<file path="config.mk">
export PLATFORM = sky130hd
export DESIGN_NAME = pdi_decoder_flat
export DESIGN_NICKNAME = d
export VERILOG_FILES = /design/src/rtl/pdi_decoder_pkg.sv /design/src/rtl/pdi_decoder_if.sv /design/src/rtl/pdi_decoder.sv /design/src/flat_wrapper.sv
export SDC_FILE = /design/constraint.sdc
export NUM_CORES = 1
export LEC_CHECK = 0
export CORE_MARGIN = 3
export CORE_UTILIZATION = 44
export CTS_CLUSTER_SIZE = 25
export DETAILED_ROUTE_END_ITERATION = 10
export GPL_TIMING_DRIVEN = 0
export HOLD_SLACK_MARGIN = 0.15
export PLACE_DENSITY = 0.8
export SYNTH_ARGS = -nofsm -noshare
export SYNTH_HDL_FRONTEND = slang
export SYNTH_SLANG_ARGS = --single-unit
</file>
<file path="constraint.sdc">
create_clock -name clk -period 2.05 [get_ports clk]
set_input_delay 0.3075 -clock clk [delete_from_list [all_inputs] [get_ports clk]]
set_output_delay 0.3075 -clock clk [all_outputs]
set_load 0.02 [all_outputs]
</file>
<file path="src/rtl/pdi_decoder_pkg.sv">
// Shared types and field positions for the PDI word decoder.
// Instruction opcodes and segment-header bit positions are kept here so every stage agrees on them.
package pdi_decoder_pkg;

  localparam int PDI_W = 32;
  localparam int LEN_W = 16;

  // Opcode and header bit positions within a PDI word.
  localparam int OPC_MSB   = 31;
  localparam int OPC_LSB   = 28;
  localparam int DTYPE_MSB = 31;
  localparam int DTYPE_LSB = 28;
  localparam int EOI_BIT   = 26;
  localparam int EOT_BIT   = 25;
  localparam int LAST_BIT  = 24;
  localparam int LEN_MSB   = 15;

  localparam logic [3:0] OP_ENC    = 4'b0010;
  localparam logic [3:0] OP_DEC    = 4'b0011;
  localparam logic [3:0] OP_LDKEY  = 4'b0100;
  localparam logic [3:0] OP_LDSEED = 4'b1000;

  typedef enum logic [1:0] {
    S_INSTR = 2'd0,
    S_HEAD  = 2'd1,
    S_DATA  = 2'd2
  } state_e;

  typedef struct packed {
    logic              instr_vld;
    logic              head_vld;
    logic              data_vld;
    logic              decrypt;
    logic              key_update;
    logic              key_only;
    logic              seed_update;
    logic [3:0]        dtype;
    logic              eoi;
    logic              eot;
    logic              last;
    logic [LEN_W-1:0]  length;
    logic              seg_empty;
    logic [3:0]        sel_nibble;
    logic [PDI_W-1:0]  data;
    logic              partial;
    logic              last_of_seg;
  } item_t;

  // Byte-lane mask of the final word; byte0 sits in bits [31:24] and maps to mask bit 3.
  function automatic logic [3:0] sel_nibble_f(input logic [LEN_W-1:0] len);
    logic [3:0] mask;
    if (len == '0) begin
      mask = 4'b0000;
    end else begin
      case (len[1:0])
        2'b00:   mask = 4'b1111;
        2'b01:   mask = 4'b1000;
        2'b10:   mask = 4'b1100;
        default: mask = 4'b1110;
      endcase
    end
    return mask;
  endfunction

endpackage

</file>
<file path="src/rtl/pdi_decoder_if.sv">
// Bundle of the PDI input handshake and the decoder-to-controller item/fetch signals.
// The decoder uses the slave view; the source/controller side uses the master view.
interface pdi_decoder_if;
  import pdi_decoder_pkg::*;

  logic [PDI_W-1:0] pdi_data;
  logic             pdi_valid;
  logic             pdi_ready;

  logic             instruction_valid;
  logic             header_valid;
  logic             data_in_valid;
  logic             rdy_instr_fetch;
  logic             rdy_head_fetch;
  logic             rdy_data_fetch;

  logic             decrypt;
  logic             key_update;
  logic             key_only;
  logic             seed_update;
  logic [3:0]       dtype;
  logic             eoi;
  logic             eot;
  logic             last;
  logic [LEN_W-1:0] length;
  logic             seg_empty;
  logic [3:0]       sel_nibble;
  logic [PDI_W-1:0] data_out;
  logic             data_in_partial;
  logic             data_in_last_of_seg;
  logic             opcode_err;

  modport slave (
    input  pdi_data, pdi_valid, rdy_instr_fetch, rdy_head_fetch, rdy_data_fetch,
    output pdi_ready, instruction_valid, header_valid, data_in_valid,
           decrypt, key_update, key_only, seed_update, dtype, eoi, eot, last,
           length, seg_empty, sel_nibble, data_out, data_in_partial,
           data_in_last_of_seg, opcode_err
  );

  modport master (
    output pdi_data, pdi_valid, rdy_instr_fetch, rdy_head_fetch, rdy_data_fetch,
    input  pdi_ready, instruction_valid, header_valid, data_in_valid,
           decrypt, key_update, key_only, seed_update, dtype, eoi, eot, last,
           length, seg_empty, sel_nibble, data_out, data_in_partial,
           data_in_last_of_seg, opcode_err
  );

endinterface

</file>
<file path="src/rtl/pdi_decoder.sv">
// Splits the PDI word stream into instruction, segment-header and data items, holding one
// registered item at a time until the controller fetches it; tracks remaining segment bytes.
module pdi_decoder
  import pdi_decoder_pkg::*;
#(
  parameter int BUS_SIZE = PDI_W
) (
  input  logic         clk,
  input  logic         rst,
  pdi_decoder_if.slave bus
);

  state_e            state_q, state_d;
  logic [LEN_W-1:0]  rem_q, rem_d;
  logic              seg_last_q, seg_last_d;
  item_t             item_q, item_d;
  logic              opcode_err_q, opcode_err_d;

  logic [BUS_SIZE-1:0] word;
  logic [3:0]          opc;
  logic [LEN_W-1:0]    hdr_len;
  logic                any_valid;
  logic                taken;
  logic                accept;
  logic                unused_hdr;

  assign word    = bus.pdi_data;
  assign opc     = word[OPC_MSB:OPC_LSB];
  assign hdr_len = word[LEN_MSB:0];
  // Header bit 27 and bits [23:16] are reserved and carry nothing for the controller.
  assign unused_hdr = ^{word[27], word[23:16]};

  assign any_valid = item_q.instr_vld | item_q.head_vld | item_q.data_vld;
  assign taken     = (item_q.instr_vld & bus.rdy_instr_fetch)
                   | (item_q.head_vld  & bus.rdy_head_fetch)
                   | (item_q.data_vld  & bus.rdy_data_fetch);
  // Releasing the held item frees the register for a new word in the same cycle.
  assign bus.pdi_ready = ~any_valid | taken;
  assign accept        = bus.pdi_valid & bus.pdi_ready;

  always_comb begin
    state_d      = state_q;
    rem_d        = rem_q;
    seg_last_d   = seg_last_q;
    item_d       = item_q;
    opcode_err_d = 1'b0;

    if (taken) begin
      item_d.instr_vld = 1'b0;
      item_d.head_vld  = 1'b0;
      item_d.data_vld  = 1'b0;
    end

    if (accept) begin
      unique case (state_q)
        S_INSTR: begin
          if (opc == OP_ENC || opc == OP_DEC || opc == OP_LDKEY || opc == OP_LDSEED) begin
            item_d.instr_vld   = 1'b1;
            item_d.decrypt     = (opc == OP_DEC);
            item_d.key_update  = (opc == OP_LDKEY);
            item_d.key_only    = (opc == OP_LDKEY) || (opc == OP_LDSEED);
            item_d.seed_update = (opc == OP_LDSEED);
            state_d            = S_HEAD;
          end else begin
            opcode_err_d = 1'b1;
          end
        end

        S_HEAD: begin
          item_d.head_vld   = 1'b1;
          item_d.dtype      = word[DTYPE_MSB:DTYPE_LSB];
          item_d.eoi        = word[EOI_BIT];
          item_d.eot        = word[EOT_BIT];
          item_d.last       = word[LAST_BIT];
          item_d.length     = hdr_len;
          item_d.seg_empty  = (hdr_len == '0);
          item_d.sel_nibble = sel_nibble_f(hdr_len);
          seg_last_d        = word[LAST_BIT];
          if (hdr_len != '0) begin
            rem_d   = hdr_len;
            state_d = S_DATA;
          end else if (word[LAST_BIT]) begin
            state_d = S_INSTR;
          end
        end

        S_DATA: begin
          item_d.data_vld    = 1'b1;
          item_d.data        = word;
          item_d.partial     = (rem_q < LEN_W'(4));
          item_d.last_of_seg = (rem_q <= LEN_W'(4));
          // Saturating countdown: the final word may carry fewer than four bytes.
          rem_d = (rem_q > LEN_W'(4)) ? rem_q - LEN_W'(4) : '0;
          if (rem_q <= LEN_W'(4)) begin
            state_d = seg_last_q ? S_INSTR : S_HEAD;
          end
        end

        default: state_d = S_INSTR;
      endcase
    end
  end

  always_ff @(posedge clk or negedge rst) begin
    if (!rst) begin
      state_q      <= S_INSTR;
      rem_q        <= '0;
      seg_last_q   <= 1'b0;
      item_q       <= '0;
      opcode_err_q <= 1'b0;
    end else begin
      state_q      <= state_d;
      rem_q        <= rem_d;
      seg_last_q   <= seg_last_d;
      item_q       <= item_d;
      opcode_err_q <= opcode_err_d;
    end
  end

  assign bus.instruction_valid   = item_q.instr_vld;
  assign bus.header_valid        = item_q.head_vld;
  assign bus.data_in_valid       = item_q.data_vld;
  assign bus.decrypt             = item_q.decrypt;
  assign bus.key_update          = item_q.key_update;
  assign bus.key_only            = item_q.key_only;
  assign bus.seed_update         = item_q.seed_update;
  assign bus.dtype               = item_q.dtype;
  assign bus.eoi                 = item_q.eoi;
  assign bus.eot                 = item_q.eot;
  assign bus.last                = item_q.last;
  assign bus.length              = item_q.length;
  assign bus.seg_empty           = item_q.seg_empty;
  assign bus.sel_nibble          = item_q.sel_nibble;
  assign bus.data_out            = item_q.data;
  assign bus.data_in_partial     = item_q.partial;
  assign bus.data_in_last_of_seg = item_q.last_of_seg;
  assign bus.opcode_err          = opcode_err_q;

endmodule

</file>
<file path="src/flat_wrapper.sv">
// flat-port wrapper written by rule: the top's interface ports become plain ports
module pdi_decoder_flat import pdi_decoder_pkg::*;
#(
  parameter int BUS_SIZE = PDI_W
)
  (clk, rst, bus_pdi_data, bus_pdi_valid, bus_rdy_instr_fetch, bus_rdy_head_fetch, bus_rdy_data_fetch, bus_pdi_ready, bus_instruction_valid, bus_header_valid, bus_data_in_valid, bus_decrypt, bus_key_update, bus_key_only, bus_seed_update, bus_dtype, bus_eoi, bus_eot, bus_last, bus_length, bus_seg_empty, bus_sel_nibble, bus_data_out, bus_data_in_partial, bus_data_in_last_of_seg, bus_opcode_err);
  pdi_decoder_if bus_i ();
  input  logic clk;
  input  logic rst;
  input wire logic [$bits(bus_i.pdi_data)-1:0] bus_pdi_data;
  input wire logic [$bits(bus_i.pdi_valid)-1:0] bus_pdi_valid;
  input wire logic [$bits(bus_i.rdy_instr_fetch)-1:0] bus_rdy_instr_fetch;
  input wire logic [$bits(bus_i.rdy_head_fetch)-1:0] bus_rdy_head_fetch;
  input wire logic [$bits(bus_i.rdy_data_fetch)-1:0] bus_rdy_data_fetch;
  output wire logic [$bits(bus_i.pdi_ready)-1:0] bus_pdi_ready;
  output wire logic [$bits(bus_i.instruction_valid)-1:0] bus_instruction_valid;
  output wire logic [$bits(bus_i.header_valid)-1:0] bus_header_valid;
  output wire logic [$bits(bus_i.data_in_valid)-1:0] bus_data_in_valid;
  output wire logic [$bits(bus_i.decrypt)-1:0] bus_decrypt;
  output wire logic [$bits(bus_i.key_update)-1:0] bus_key_update;
  output wire logic [$bits(bus_i.key_only)-1:0] bus_key_only;
  output wire logic [$bits(bus_i.seed_update)-1:0] bus_seed_update;
  output wire logic [$bits(bus_i.dtype)-1:0] bus_dtype;
  output wire logic [$bits(bus_i.eoi)-1:0] bus_eoi;
  output wire logic [$bits(bus_i.eot)-1:0] bus_eot;
  output wire logic [$bits(bus_i.last)-1:0] bus_last;
  output wire logic [$bits(bus_i.length)-1:0] bus_length;
  output wire logic [$bits(bus_i.seg_empty)-1:0] bus_seg_empty;
  output wire logic [$bits(bus_i.sel_nibble)-1:0] bus_sel_nibble;
  output wire logic [$bits(bus_i.data_out)-1:0] bus_data_out;
  output wire logic [$bits(bus_i.data_in_partial)-1:0] bus_data_in_partial;
  output wire logic [$bits(bus_i.data_in_last_of_seg)-1:0] bus_data_in_last_of_seg;
  output wire logic [$bits(bus_i.opcode_err)-1:0] bus_opcode_err;
  assign bus_i.pdi_data = bus_pdi_data;
  assign bus_i.pdi_valid = bus_pdi_valid;
  assign bus_i.rdy_instr_fetch = bus_rdy_instr_fetch;
  assign bus_i.rdy_head_fetch = bus_rdy_head_fetch;
  assign bus_i.rdy_data_fetch = bus_rdy_data_fetch;
  assign bus_pdi_ready = bus_i.pdi_ready;
  assign bus_instruction_valid = bus_i.instruction_valid;
  assign bus_header_valid = bus_i.header_valid;
  assign bus_data_in_valid = bus_i.data_in_valid;
  assign bus_decrypt = bus_i.decrypt;
  assign bus_key_update = bus_i.key_update;
  assign bus_key_only = bus_i.key_only;
  assign bus_seed_update = bus_i.seed_update;
  assign bus_dtype = bus_i.dtype;
  assign bus_eoi = bus_i.eoi;
  assign bus_eot = bus_i.eot;
  assign bus_last = bus_i.last;
  assign bus_length = bus_i.length;
  assign bus_seg_empty = bus_i.seg_empty;
  assign bus_sel_nibble = bus_i.sel_nibble;
  assign bus_data_out = bus_i.data_out;
  assign bus_data_in_partial = bus_i.data_in_partial;
  assign bus_data_in_last_of_seg = bus_i.data_in_last_of_seg;
  assign bus_opcode_err = bus_i.opcode_err;
  pdi_decoder #(.BUS_SIZE(BUS_SIZE)) u_core (.clk(clk), .rst(rst), .bus(bus_i));
endmodule
</file>
# == Word-level counts from Yosys, hierarchy flattened ==
# Index checks and enable logic that the tools add are counted.
# totals
ff_bits,88
in_bits,38
word_cells,84
# classes
n_bitwise,10
n_addsub,1
n_lt_le_gt_ge,3
eq_ne,12
reduce_logical,14
mux,24
# op_table
operator,n
two-way mux 69 bit,1
two-way mux 34 bit,1
two-way mux 16 bit,2
case mux 16 bit (2 select lines),1
two-way mux 28 bit,1
"greater-than comparator 16 x 3 -> 1 bit, second input constant",1
"<= comparator 16 x 3 -> 1 bit, second input constant",1
logical NOT 16 bit,1
"less-than comparator 16 x 3 -> 1 bit, second input constant",1
nonzero test 16 bit,1
"subtractor 16 x 3 -> 16 bit, second input constant",1
two-way mux 4 bit,3
case mux 3 bit (3 select lines),1
"equality test 4 x 2 -> 1 bit, second input constant",2
two-way mux 1 bit,8
two-way mux 2 bit,4
"inequality test 2 x 1 -> 1 bit, second input constant",3
case mux 2 bit (3 select lines),1
AND reduction 3 bit,2
bitwise OR 1 bit,5
AND 1 bit,4
"equality test 2 x 1 -> 1 bit, second input constant",2
"equality test 2 bit, second input constant",2
"equality test 4 x 3 -> 1 bit, second input constant",1
other kinds (9),14

# == Logic depth before layout (Yosys ltp) ==
# logic_depth
depth_word,7
mapped_depth,9

# == Worst setup path after synthesis ==
# No wires, ideal clock.
# synth_path
path_type,register -> register
from,register u_core.item_q (netlist bit u_core.bus.instruction_valid)
to,register u_core.item_q (netlist bit u_core.bus.dtype[1])
stages_incl_launch_ff,6
slack_ns,-0.111
t_arrival_ns,2.036
n_path_buf,1
cell_sequence,dfrtp_1 > a222oi_1 > a21oi_2 > nand2_4 > buf_6 > mux2_2
# synth_via
elab_chain_cells,6
word_cells_on_any_way,9
# synth_rtl
item,line,rtl
start: declaration,pdi_decoder.sv:16,"item_t item_q, item_d;"
start signal: assignment,pdi_decoder.sv:115,item_q <= item_d;
AND 1 bit / bitwise OR 1 bit (equally long branches),"pdi_decoder.sv:34, pdi_decoder.sv:33",
bitwise OR 1 bit (on tied branches),"pdi_decoder.sv:35, pdi_decoder.sv:33",
bitwise OR 1 bit / NOT 1 bit (equally long branches),"pdi_decoder.sv:36, pdi_decoder.sv:38",
bitwise OR 1 bit (*),pdi_decoder.sv:38,assign bus.pdi_ready = ~any_valid | taken;
AND 1 bit (*),pdi_decoder.sv:39,assign accept = bus.pdi_valid & bus.pdi_ready;
AND reduction 2 bit (no source line) (*),--,
# Mark *: on every way between the ends. The rest lies on a longest branch, timed or not.
# A chain may end at the register's enable or synchronous reset.

# == Worst setup path in the final report ==
# layout_path
from,register u_core.item_q (netlist bit u_core.bus.instruction_valid)
to,register u_core.rem_q[12]
# layout_via
elab_chain_cells,6
word_cells_on_any_way,9
# layout_rtl
item,line,rtl
AND 1 bit / bitwise OR 1 bit (equally long branches),"pdi_decoder.sv:34, pdi_decoder.sv:33",
bitwise OR 1 bit (on tied branches),"pdi_decoder.sv:35, pdi_decoder.sv:33",
bitwise OR 1 bit / NOT 1 bit (equally long branches),"pdi_decoder.sv:36, pdi_decoder.sv:38",
bitwise OR 1 bit (*),pdi_decoder.sv:38,
AND 1 bit (*),pdi_decoder.sv:39,
AND reduction 3 bit (no source line) (*),--,
end signal: assignment,pdi_decoder.sv:113,rem_q <= rem_d;
end: declaration,pdi_decoder.sv:14,"logic [LEN_W-1:0] rem_q, rem_d;"
# Marked as above.

==> key figures <==
Run status
  • Status: finished clean

Synth
  • Compound-cell area share of the yosys netlist: a little over an eighth
  • Cell Area, Synth: between 4000 and 5000 um2
  • Syn avg cell area: 9.91 um2
  • Synth Net Count: 462
  • Yosys top cell by area: dfrtp_1
  • Share of synthesized registers carrying an async set or reset: 100%
  • Distinct cell type count after synthesis: 51
  • Synth area leaders: dfrtp_1, nand2_1, mux2_2, ha_1, o21ai_0
  • XOR/XNOR Fraction of Synth Area: 0.426%
  • Mux share of post-synthesis cell area: under 10%
  • Main combinational cell family by area after synthesis: simple AND/OR/NAND/NOR gates
  • Synth Area in Simple Gates: 19.3%
  • Ys Warns: 0
  • Adder-Cell Fraction of Synth Area: 2.74%
  • Post-synth EDFFs: 0
  • FF+latch count, synth: 88
  • Synth top area share: 53.5%
  • Gate Count Post-Synth: 415
  • Ys flop type: dfrtp_1
  • Sequential-to-total area share from yosys stat: 53.5%

Power and ir drop
  • Tot Pwr: 0.00927 W
  • Leakage power: 2.73 nW
  • Power density of the placed cells: approximately 1600 nW/um2
  • VDD IR-drop max: 0.803 mV

STA
  • Max Fclk: just under 500 MHz
  • Clock skew: 11.1 ps
  • Hold Violations, Final: 0
  • Slew @ Worst Pin: between 400 and 500 ps
  • Hold_ws: 331 ps
  • Relative slew margins: 69.1%
  • RSZ-0062 raised after global routing: true
  • Clock period minus worst slack: 2030 ps
  • Tcrit/Tclk final: 98.8%
  • Final Max Slew Viols: 0
  • Final setup violation count: 0
  • Post-route setup slack: 23.8 ps

Floorplan
  • Die H: 103 um
  • CORE AREA: between 8000 and 9000 um2
  • Width of the die: 103 um
  • Die area: approximately 11000 um2
  • I/O pins: 109
  • Initial Util: 46.3%
  • Std cell rows: 34

Worst setup path
  • CP max FO: 8
  • Critical path class: flip-flop to flip-flop
  • CP arrival: 2260 ps
  • Critical Path Source Type: flip-flop
  • Endpoint type of the worst setup path: flip-flop
  • Worst EP required: about 2300 ps
  • Worst setup startpoint: u_core.bus.instruction_valid
  • Critical R2R Launch: u_core.bus.instruction_valid

Global route
  • Gr ovfl total: 0
  • Tot GR Track Use: 23.0%
  • Pin count of the biggest net entering global routing: 57
  • First-pass GRT wire length: between 15000 and 20000 um
  • Number of antenna violations at the first check in global routing: 0
  • Vias in the first global route: 3704

Place
  • RD Place Congestion: 0.930
  • Dpl hpwl: 8440 um
  • Post-place instance area: 5410 um2
  • Pre-CTS setup slack: -846 ps
  • # port buffers: 106
  • Cells after DPL: 630

CTS
  • CTS Sinks: 88
  • Worst-Skew Late Latency: 360 ps
  • CTS tree: done
  • Clock Tree Buf Depth: 2
  • Root Buffer: clkbuf_8
  • CTS buffer count: 9
  • CTS HTree Levels: 3
  • Clk slew on worst S/H paths: 90 ps

Detailed routing
  • Routed WL: approximately 12000 um
  • Final ANT Viol Nets: 0
  • Avg WL per Cell: 18.0 um
  • Via count: 3703
  • Initial DRT Pass Iterations: 5
  • Initial DRC Count: 266
  • Via/cell ratio: 5.59
  • DR DRC count: 0

Finish
  • Fin area: 5940 um2
  • Ant diodes: 0
  • Multi-input logic area: 1940 um2
  • Post-Layout Cell Count: ~660
  • Layout cell share with drive strength beyond 1: 18.9%
  • Fill count: 676
  • Nets: 598
  • Area Overhead vs Synth: 44.5%
  • FF+latch area: 2210 um2

Worst hold path
  • Worst hold-check path type: primary input to flip-flop
  • Hold path startpoint: bus_pdi_data[31]

Run
  • Max-cap violations: 0
[metrics by stage]
step	TNS [ps]	util, %
6_report	0	66.8
5_1_grt	-521	66.8
4_1_cts	0	64.7
3_5_place_dp	-46010	60.8
3_3_place_gp	-261810	60.5
2_1_floorplan	-898	-
[placed cells by master, fill, tap and decap left out, types with 3 or more instances in the layout]
cell / synthesis / routed
nand2_1: 118 / 117
clkdlybuf4s50_1: 0 / 103
dfrtp_1: 88 / 85
buf_4: 0 / 21
o21ai_0: 20 / 18
mux2_4: 0 / 17
inv_1: 19 / 16
a21oi_1: 17 / 14
nor2_1: 11 / 11
clkbuf_8: 0 / 10
mux2_2: 22 / 6
ha_1: 9 / 6
buf_2: 8 / 5
nor3_1: 5 / 5
a31oi_1: 5 / 5
o22ai_1: 5 / 5
nand4_1: 5 / 5
clkbuf_2: 0 / 4
clkbuf_1: 9 / 4
nor4_1: 5 / 4
a21oi_2: 2 / 4
o31ai_1: 4 / 4
inv_2: 0 / 3
a211o_1: 3 / 3
a22oi_1: 3 / 3
buf_8: 0 / 3
nor3b_1: 4 / 3
and4_1: 4 / 3
and2_1: 3 / 3
dfrtp_2: 0 / 3
[layer usage]
metal	global-route usage, %	vias to the layer above	wire (um)
met3	7.37	26	986
met1	30.4	1788	4940
met5	0	-	0
met2	36.3	182	5730
li1	-	1707	-
met4	7.16	0	256
[final cells by class]
type / instances / share of cell area, %
sequential: 88 / 37.1
multi-input combinational: 287 / 32.7
timing repair buffer: 127 / 21.0
clock buffer: 10 / 2.32
tap: 108 / 2.27
buffer: 19 / 2.25
inverter: 19 / 1.20
clock inverter: 5 / 1.07
[worst paths after layout]
path | end | slack (ps) | cells past startpoint
worst max-delay path | u_core.rem_q[12] | 20 | 5
min in group asynchronous | u_core.bus.length[14] | 430 | 2
worst min-delay path | u_core.bus.data_out[31] | 330 | 3
worst max register to register | u_core.rem_q[12] | 20 | 5
worst min register to register | u_core.bus.data_out[3] | 480 | 2
max in group asynchronous | u_core.bus.data_out[11] | 1010 | 3
[cells in the mapped netlist (all sizes together), types with 5 or more instances]
| cell type | instances |
|---|---|
| a31oi | 5 |
| dfrtp | 88 |
| inv | 19 |
| buf | 12 |
| nor2 | 11 |
| nand2 | 119 |
| nor3 | 5 |
| mux2 | 23 |
| clkbuf | 9 |
| ha | 9 |
| nand4 | 5 |
| a21oi | 19 |
| o21ai | 20 |
| o22ai | 5 |
| nor4 | 6 |
[state kept, by name (all words and copies together) (netlist names), 2 cells and up]
signal	flops
u_core.state_q	2
u_core.bus.length	16
u_core.bus.sel_nibble	4
u_core.bus.data_out	32
u_core.rem_q	16
u_core.bus.dtype	4
[cell families after synthesis]
kind of cell,after synthesis
buffers and inverters,40
and+or+nand+nor,172
AOI/OAI and AO/OA,80
muxes,24
adders and majority gates,9
xor gates and xnor gates,2
DFF,88
[worst max-delay path: stages (launching register included)]
cell,delay (ps)
dfrtp_2,430
or3_4,430
a21o_4,280
a211o_4,310
clkbuf_16,170
a211o_1,280
[power breakdown]
part | switching [W] | total (W) | internal, W
clock network | 0.000652 | 0.00125 | 0.000601
logic | 0.00256 | 0.00496 | 0.00240
registers | 0.000560 | 0.00306 | 0.00250
total | 0.00378 | 0.00927 | 0.00550
[timing repair]
action,in CTS,in global routing
gates resized for setup,23,29
hold endpoints to repair,32,0
hold buffers,1,0
setup endpoints to repair,85,52
pin swaps,5,9
buffers inserted,7,11
cloned,0,1
Power figures use the tool's default switching activity.
